## config.mk

```make
export PLATFORM = sky130hd
export DESIGN_NAME = comparator_serial_signed
export DESIGN_NICKNAME = d
export VERILOG_FILES = /design/src/rtl/comparator_pkg.sv /design/src/rtl/comparator_serial_signed.sv
export SDC_FILE = /design/constraint.sdc
export NUM_CORES = 1
export LEC_CHECK = 0
export BUFFER_PORTS_ARGS = -buffer_cell sky130_fd_sc_hd__buf_2
export CAP_MARGIN = 10
export CORE_MARGIN = 5
export CORE_UTILIZATION = 52
export DETAILED_ROUTE_END_ITERATION = 7
export PLACE_DENSITY_LB_ADDON = 0.05
export RECOVER_POWER = 100
export SYNTH_ARGS = -nofsm -noshare
export SYNTH_HDL_FRONTEND = slang
export SYNTH_SLANG_ARGS = --single-unit
```

## constraint.sdc

```tcl
create_clock -name CLK -period 2.6 [get_ports CLK]
set_input_delay 0 -clock CLK [delete_from_list [all_inputs] [get_ports CLK]]
set_output_delay 0 -clock CLK [all_outputs]
set_load 0.005 [all_outputs]
```

## src/rtl/comparator_pkg.sv

```systemverilog
// rtl/comparator_pkg.sv - shared types and helpers for the bit-serial comparator
package comparator_pkg;

  typedef enum logic {
    IDLE = 1'b0,
    RUN  = 1'b1
  } state_t;

  typedef enum logic [1:0] {
    DEC_NONE = 2'd0,
    DEC_GT   = 2'd1,
    DEC_LT   = 2'd2
  } dec_t;

  // Decision at a differing bit; inv flips the sense at a signed MSB.
  function automatic dec_t bit_decide(input logic a_bit, input logic inv);
    return (a_bit ^ inv) ? DEC_GT : DEC_LT;
  endfunction

  // One-hot flag vector {GT, LT, EQ}.
  function automatic logic [2:0] dec_flags(input dec_t d);
    logic [2:0] f;
    case (d)
      DEC_GT:  f = 3'b100;
      DEC_LT:  f = 3'b010;
      default: f = 3'b001;
    endcase
    return f;
  endfunction

endpackage

```

## src/rtl/comparator_serial_signed.sv

```systemverilog
// rtl/comparator_serial_signed.sv - MSB-first bit-serial signed/unsigned comparator
// Optional build macro: COMPARATOR_SERIAL_EARLY_EXIT_EN (finish on first differing bit).
module comparator_serial_signed
  import comparator_pkg::*;
#(
  parameter int WIDTH = 4
) (
  input  logic             CLK,
  input  logic             RST,
  input  logic             START,
  input  logic             SIGNED,
  input  logic [WIDTH-1:0] A,
  input  logic [WIDTH-1:0] B,
  output logic             BUSY,
  output logic             DONE,
  output logic             A_GREATER_B,
  output logic             A_LESS_B,
  output logic             A_EQUAL_B
);

  localparam int IDX_W = $clog2(WIDTH);

  state_t             state_q, state_d;
  logic [WIDTH-1:0]   a_q, a_d;
  logic [WIDTH-1:0]   b_q, b_d;
  logic               sgn_q, sgn_d;
  logic [IDX_W-1:0]   idx_q, idx_d;
  dec_t               dec_q, dec_d;
  logic               busy_q, busy_d;
  logic               done_q, done_d;
  logic [2:0]         flags_q, flags_d;

  dec_t               dec_n;
  logic               finish;

  always_comb begin
    state_d = state_q;
    a_d     = a_q;
    b_d     = b_q;
    sgn_d   = sgn_q;
    idx_d   = idx_q;
    dec_d   = dec_q;
    busy_d  = busy_q;
    done_d  = 1'b0;
    flags_d = flags_q;
    dec_n   = dec_q;
    finish  = 1'b0;

    case (state_q)
      IDLE: begin
        if (START) begin
          a_d     = A;
          b_d     = B;
          sgn_d   = SIGNED;
          idx_d   = IDX_W'(WIDTH - 1);
          dec_d   = DEC_NONE;
          busy_d  = 1'b1;
          state_d = RUN;
        end
      end
      RUN: begin
        // Only the first differing bit (from the MSB) decides the outcome.
        if (dec_q == DEC_NONE && a_q[idx_q] != b_q[idx_q]) begin
          dec_n = bit_decide(a_q[idx_q], sgn_q && (idx_q == IDX_W'(WIDTH - 1)));
        end
        dec_d = dec_n;
`ifdef COMPARATOR_SERIAL_EARLY_EXIT_EN
        finish = (dec_n != DEC_NONE) || (idx_q == '0);
`else
        finish = (idx_q == '0);
`endif
        if (finish) begin
          state_d = IDLE;
          busy_d  = 1'b0;
          done_d  = 1'b1;
          flags_d = dec_flags(dec_n);
        end else begin
          idx_d = idx_q - IDX_W'(1);
        end
      end
      default: state_d = IDLE;
    endcase
  end

  always_ff @(posedge CLK) begin
    if (RST) begin
      state_q <= IDLE;
      a_q     <= '0;
      b_q     <= '0;
      sgn_q   <= 1'b0;
      idx_q   <= '0;
      dec_q   <= DEC_NONE;
      busy_q  <= 1'b0;
      done_q  <= 1'b0;
      flags_q <= 3'b000;
    end else begin
      state_q <= state_d;
      a_q     <= a_d;
      b_q     <= b_d;
      sgn_q   <= sgn_d;
      idx_q   <= idx_d;
      dec_q   <= dec_d;
      busy_q  <= busy_d;
      done_q  <= done_d;
      flags_q <= flags_d;
    end
  end

  assign BUSY        = busy_q;
  assign DONE        = done_q;
  assign A_GREATER_B = flags_q[2];
  assign A_LESS_B    = flags_q[1];
  assign A_EQUAL_B   = flags_q[0];

endmodule

```

==> metrics, run 1 <==
pin count of the biggest net entering global routing 21; required time worst endpoint 2790 ps; Inserted Clock Buffers 3; Iteration-0 DRC Markers 8; endpoints failing hold 0; Net Count, Synth between 100 and 150; slowest CP cell dfxtp_1; Clock Latency Late Sink 300 ps; Worst Setup End Kind flip-flop; CTS tree built; Die Footprint 0.00271 mm^2; ANT cells 0; via count approximately 770; # nets final 144; EDFF count, synth 0; Fmax achieved 439 MHz; Slew @ Worst Pin 684 ps; # DRC 0; Routed Antenna Nets 0; leading area contributor after synthesis dfxtp_1; fin crit share 0.877; sequential fraction of the synthesis area 0.414; unrepaired setup endpoints after global routing false; CTS Sinks 19; maxcap violations 0; Congestion Overflow GR 0; max incr delay on CP about 560 ps; peak supply drop between 0.0003 and 0.0004 V; DPL Wire Length 1310 um; crit-path cells mux2_1 -> or2_0 -> mux4_2 -> o21bai_1 -> ha_1 -> nand3_1 -> a21oi_1; max-slew violation count 0; first-pass GRT wire length 3250 um; clock transition at the registers of the reported paths 100 ps; mapped cell area 918 um^2; count of yosys warnings during synthesis 0; placer congestion estimate 0.752; die height 52.0 um; type of the worst min-delay path in -> reg; commonest cells in the netlist nand2_1, dfxtp_1, a21oi_1; FF+latch count, synth 19; min Tclk post-route about 2300 ps; LEAKAGE 0.452 nW; Slew headroom 0.543; most common cell in the netlist nand2_1; Finished Cell Area 0.00111 mm^2; CP Launch Type flip-flop; Yosys top cell area share 0.414; ys async rst share 0; Netlist cell types 26; Root Buffer clkbuf_4; CP arrival 2470 ps; htree depth 1; status finished clean; Cell Pwr Density 539 mW/mm^2; Top FF cell, synth dfxtp_1; final core occ 0.650; Synth Instances 102; 1st-pass router iterations 4; DRT Wirelength 1820 um; vias per cell 5.08; Rows 15; Overall Global Routing Usage 0.163; Synth area leaders dfxtp_1, nand2_1, a21oi_1, ha_1, mux4_2; Fin Setup TNS 0 ps; share of cells above drive strength 1 0.150; Worst R2R Setup Slack 320 ps; initial antenna violation count 0; area growth from synthesis to layout 20.8%; setup bufs post-CTS 0; Max Clock Skew between 3 and 4 ps; PortBufs 16; Worst Setup Path Type reg -> reg; area post-placement 0.00101 mm^2; CORE AREA 0.00171 mm^2; Max Buffers Root-to-Sink 2; syn_area_per_cell around 9.0 um^2; critical path peak fanout 8; routed len/inst 12.0 um; vias in the first global route slightly below 800; IO Pins 17; Die Wd 52.0 um; Setup Viol. Count Final 0; initial core utilization 0.538
[cells by family after synthesis]
family / after synthesis / synth area share
compound gates: 22 / 0.155
fa+ha+maj: 4 / 0.0545
buf+inv: 9 / 0.0450
flops: 19 / 0.414
mux: 7 / 0.132
simple gates: 41 / 0.199
[per-stage QoR]
stage          worst slack [ps]  total power [mW]  hold WS (ps)  instances
3_5_place_dp                371             0.448           247        139
2_1_floorplan               546             0.419           136        102
4_1_cts                     353             0.607          37.6        152
6_report                    320             0.598          42.3        152
5_1_grt                     198             0.638          29.2        152
3_3_place_gp                432             0.442           240        139
[area by class of cell]
cell class / instances / area [um^2]
Fill cell: 152 / 598
Multi-Input combinational cell: 74 / 488
Sequential cell: 19 / 380
Timing Repair Buffer: 25 / 165
Tap cell: 25 / 31.3
Clock buffer: 4 / 26.3
Inverter: 5 / 18.8
[per-layer routing]
layer | global-route usage | vias to the layer above | share of wire
met5 | 0 | - | 0
met4 | 0.0917 | 0 | 0.025
met3 | 0.0344 | 5 | 0.037
met2 | 0.262 | 12 | 0.44
met1 | 0.201 | 351 | 0.50
li1 | - | 404 | -
[placed cells by master (no fill, tap or decap), drive strengths merged]
cell type    count
a21oi           14
nand3b           1
o21ba            1
o21bai           1
mux4             3
a211oi           2
mux2i            2
nand3            3
nand2           26
dfxtp           19
o41ai            1
nor2             4
dlygate4sd3      9
nor3b            1
nor4b            1
and2             1
a221oi           1
inv              5
ha               4
nor2b            2
clkbuf           8
mux2             2
o21ai            2
buf             12
or2              2
[what timing repair did]
action,in CTS,in global routing
resized for setup,0,0
hold endpoints to repair,9,0
hold buffers,9,0
[worst max-delay path: cells and delay by family, from the launching register on]
kind	cells	cell delay, ps
AND/OR/NAND/NOR	2	280
AO/OA/AOI/OAI	2	210
adder cells (fa/ha/maj)	1	240
flip-flops	1	560
multiplexers	2	880
[power breakdown]
part	total, mW	internal, mW	switching, mW
Combinational	0.114	0.0590	0.0551
Sequential	0.332	0.311	0.0217
Clock	0.152	0.0600	0.0915
[worst paths after layout]
| path | from | end | cells past startpoint |
|---|---|---|---|
| worst max-delay path | idx_q[1] | flags_q[0] | 7 |
| worst min-delay path | START | dec_q[1] | 3 |
| worst max register to register | idx_q[1] | flags_q[0] | 7 |
| worst min register to register | flags_q[0] | flags_q[0] | 2 |
[flip-flops by register name, summed over array words and instances (netlist names)]
name / flops
dec_q: 2
idx_q: 2
sgn_q: 1
BUSY: 1
a_q: 4
flags_q: 3
state_q: 1
DONE: 1
b_q: 4
Note: power is estimated with default switching activity, not from simulation.
==> run 2, diff against run 1 <==
- PLACE_DENSITY: unset -> 0.85
- PLACE_DENSITY_LB_ADDON: 0.05 -> unset
==> metrics, run 2 (synthesis gave the netlist of run 1 again) <==
status finished clean; LEAKAGE 0.450 nW (-0.42%); # nets final 144 (unchanged); Worst R2R Setup Slack 330 ps (about the same); pin count of the biggest net entering global routing 21 (unchanged); Congestion Overflow GR 0 (unchanged); CTS Sinks 19 (unchanged); critical path peak fanout 8 (unchanged); CTS tree built; via count 768 (-0.52%); Slew headroom 0.562 (+0.0195); CP arrival 2450 ps (-20 ps); biggest regs a_q (4), b_q (4), flags_q (3); area growth from synthesis to layout 20.6%; DPL Wire Length 1300 um (-1.3%); Max Clock Skew 6.16 ps (+2.19 ps); fin crit share 0.872 (-0.00529); endpoints failing hold 0 (unchanged); initial antenna violation count 0 (unchanged); Die Footprint 0.00271 mm^2 (unchanged); required time worst endpoint 2780 ps (about the same); htree depth 1 (unchanged); Fmax achieved 441 MHz (+0.61%); PortBufs 16 (unchanged); crit-path cells mux2_4 -> or2_0 -> mux4_2 -> o21bai_1 -> ha_1 -> nand3_1 -> a21oi_1; first-pass GRT wire length 3220 um (-0.83%); final core occ 0.648 (-0.00146); max incr delay on CP 560 ps (about the same); maxcap violations 0 (unchanged); Iteration-0 DRC Markers 14 (+6); slowest CP cell dfxtp_1; CP Launch Type flip-flop; Cell Pwr Density 537 mW/mm^2 (-0.29%); unrepaired setup endpoints after global routing false; IO Pins 17 (unchanged); placer congestion estimate 0.790 (+5.0%); # DRC 0 (unchanged); Slew @ Worst Pin 655 ps (-29.1 ps); Worst Setup End Kind flip-flop; vias in the first global route 760 (-4.5%); DRT Wirelength 1810 um (-0.50%); Filler cells 143 (-5.9%); Worst Setup Path Type reg -> reg; CP top delay family multiplexers; post_cts resized 0 (unchanged); Fin Setup TNS 0 ps (unchanged); peak supply drop 0.000337 V (-10%); Overall Global Routing Usage 0.157 (-0.00634); type of the worst min-delay path in -> reg; Die Wd 52.0 um (unchanged); setup bufs post-CTS 0 (unchanged); Bufs and invs on worst path 0 (unchanged); min Tclk post-route 2270 ps (-13.8 ps); vias per cell 5.05 (-0.52%); share of cells above drive strength 1 0.157 (+0.00787); Clock Latency Late Sink 290 ps (about the same); ANT cells 0 (unchanged); Setup Viol. Count Final 0 (unchanged); die height 52.0 um (unchanged); Rows 15 (unchanged); initial core utilization 0.538 (unchanged); CORE AREA 0.00171 mm^2 (unchanged); commonest non-fill, non-tap cells in the layout nand2_1, dfxtp_1, a21oi_1; overall power 0.595 mW (-0.51%); clock transition at the registers of the reported paths 110 ps (about the same); Root Buffer clkbuf_4; most common cell after layout, fill and taps aside nand2_1; Inserted Clock Buffers 3 (unchanged); Post-CTS Hold Fix Bufs 9 (unchanged); routed len/inst 11.9 um (-0.50%); Routed Antenna Nets 0 (unchanged); 1st-pass router iterations 4 (unchanged); max-slew violation count 0 (unchanged); Max Buffers Root-to-Sink 2 (unchanged)
[run 2: cell types whose count changed in the layout (fill, tap and decap cells not counted), sizes merged]
cell / previous run / this run
clkinv: 0 / 1
clkbuf: 8 / 7
[run 2: worst register-to-register path: cells and delay by family, from the launching register on]
family          cells  cell delay [ps]
compound gates      2              240
flops               1              560
fa+ha+maj           1              250
mux                 2              840
simple gates        2              280
[run 2: cell type report]
class	count	area, um^2	area share
tap	25	31.3	0.0282
sequential	19	380	0.344
multi-input combinational	74	484	0.437
timing repair buffer	25	165	0.149
clock buffer	3	22.5	0.0203
clock inverter	1	5.00	0.00452
inverter	5	18.8	0.0169
[run 2: path summary, 6_finish.rpt]
kind / from / to / cells past startpoint
max: idx_q[1] / flags_q[0] / 7
min: RST / DONE / 2
max reg2reg: idx_q[1] / flags_q[0] / 7
min reg2reg: flags_q[2] / flags_q[2] / 2
[run 2: power breakdown]
group	switching [mW]	internal, mW
sequential	0.0221	0.311
combinational	0.0552	0.0599
clock	0.0899	0.0571
[run 2: stage by stage]
step | cells | hold WS [ps] | worst slack (ps) | area [um^2]
after detailed placement | 139 | 246 | 334 | 1010
final | 152 | 71.3 | 334 | 1110
after floorplan | 102 | 136 | 546 | 918
after global routing | 152 | 90.8 | 215 | 1110
after global placement | 139 | 240 | 440 | 1010
after CTS | 152 | 71.3 | 317 | 1120
[run 2: metal layers]
| layer | global-route usage | part of all wire | vias to the layer above |
|---|---|---|---|
| met3 | 0.0258 | 0.015 | 2 |
| met5 | 0 | 0 | - |
| met1 | 0.186 | 0.44 | 360 |
| li1 | - | - | 400 |
| met4 | 0.0393 | 0.0094 | 0 |
| met2 | 0.289 | 0.53 | 6 |
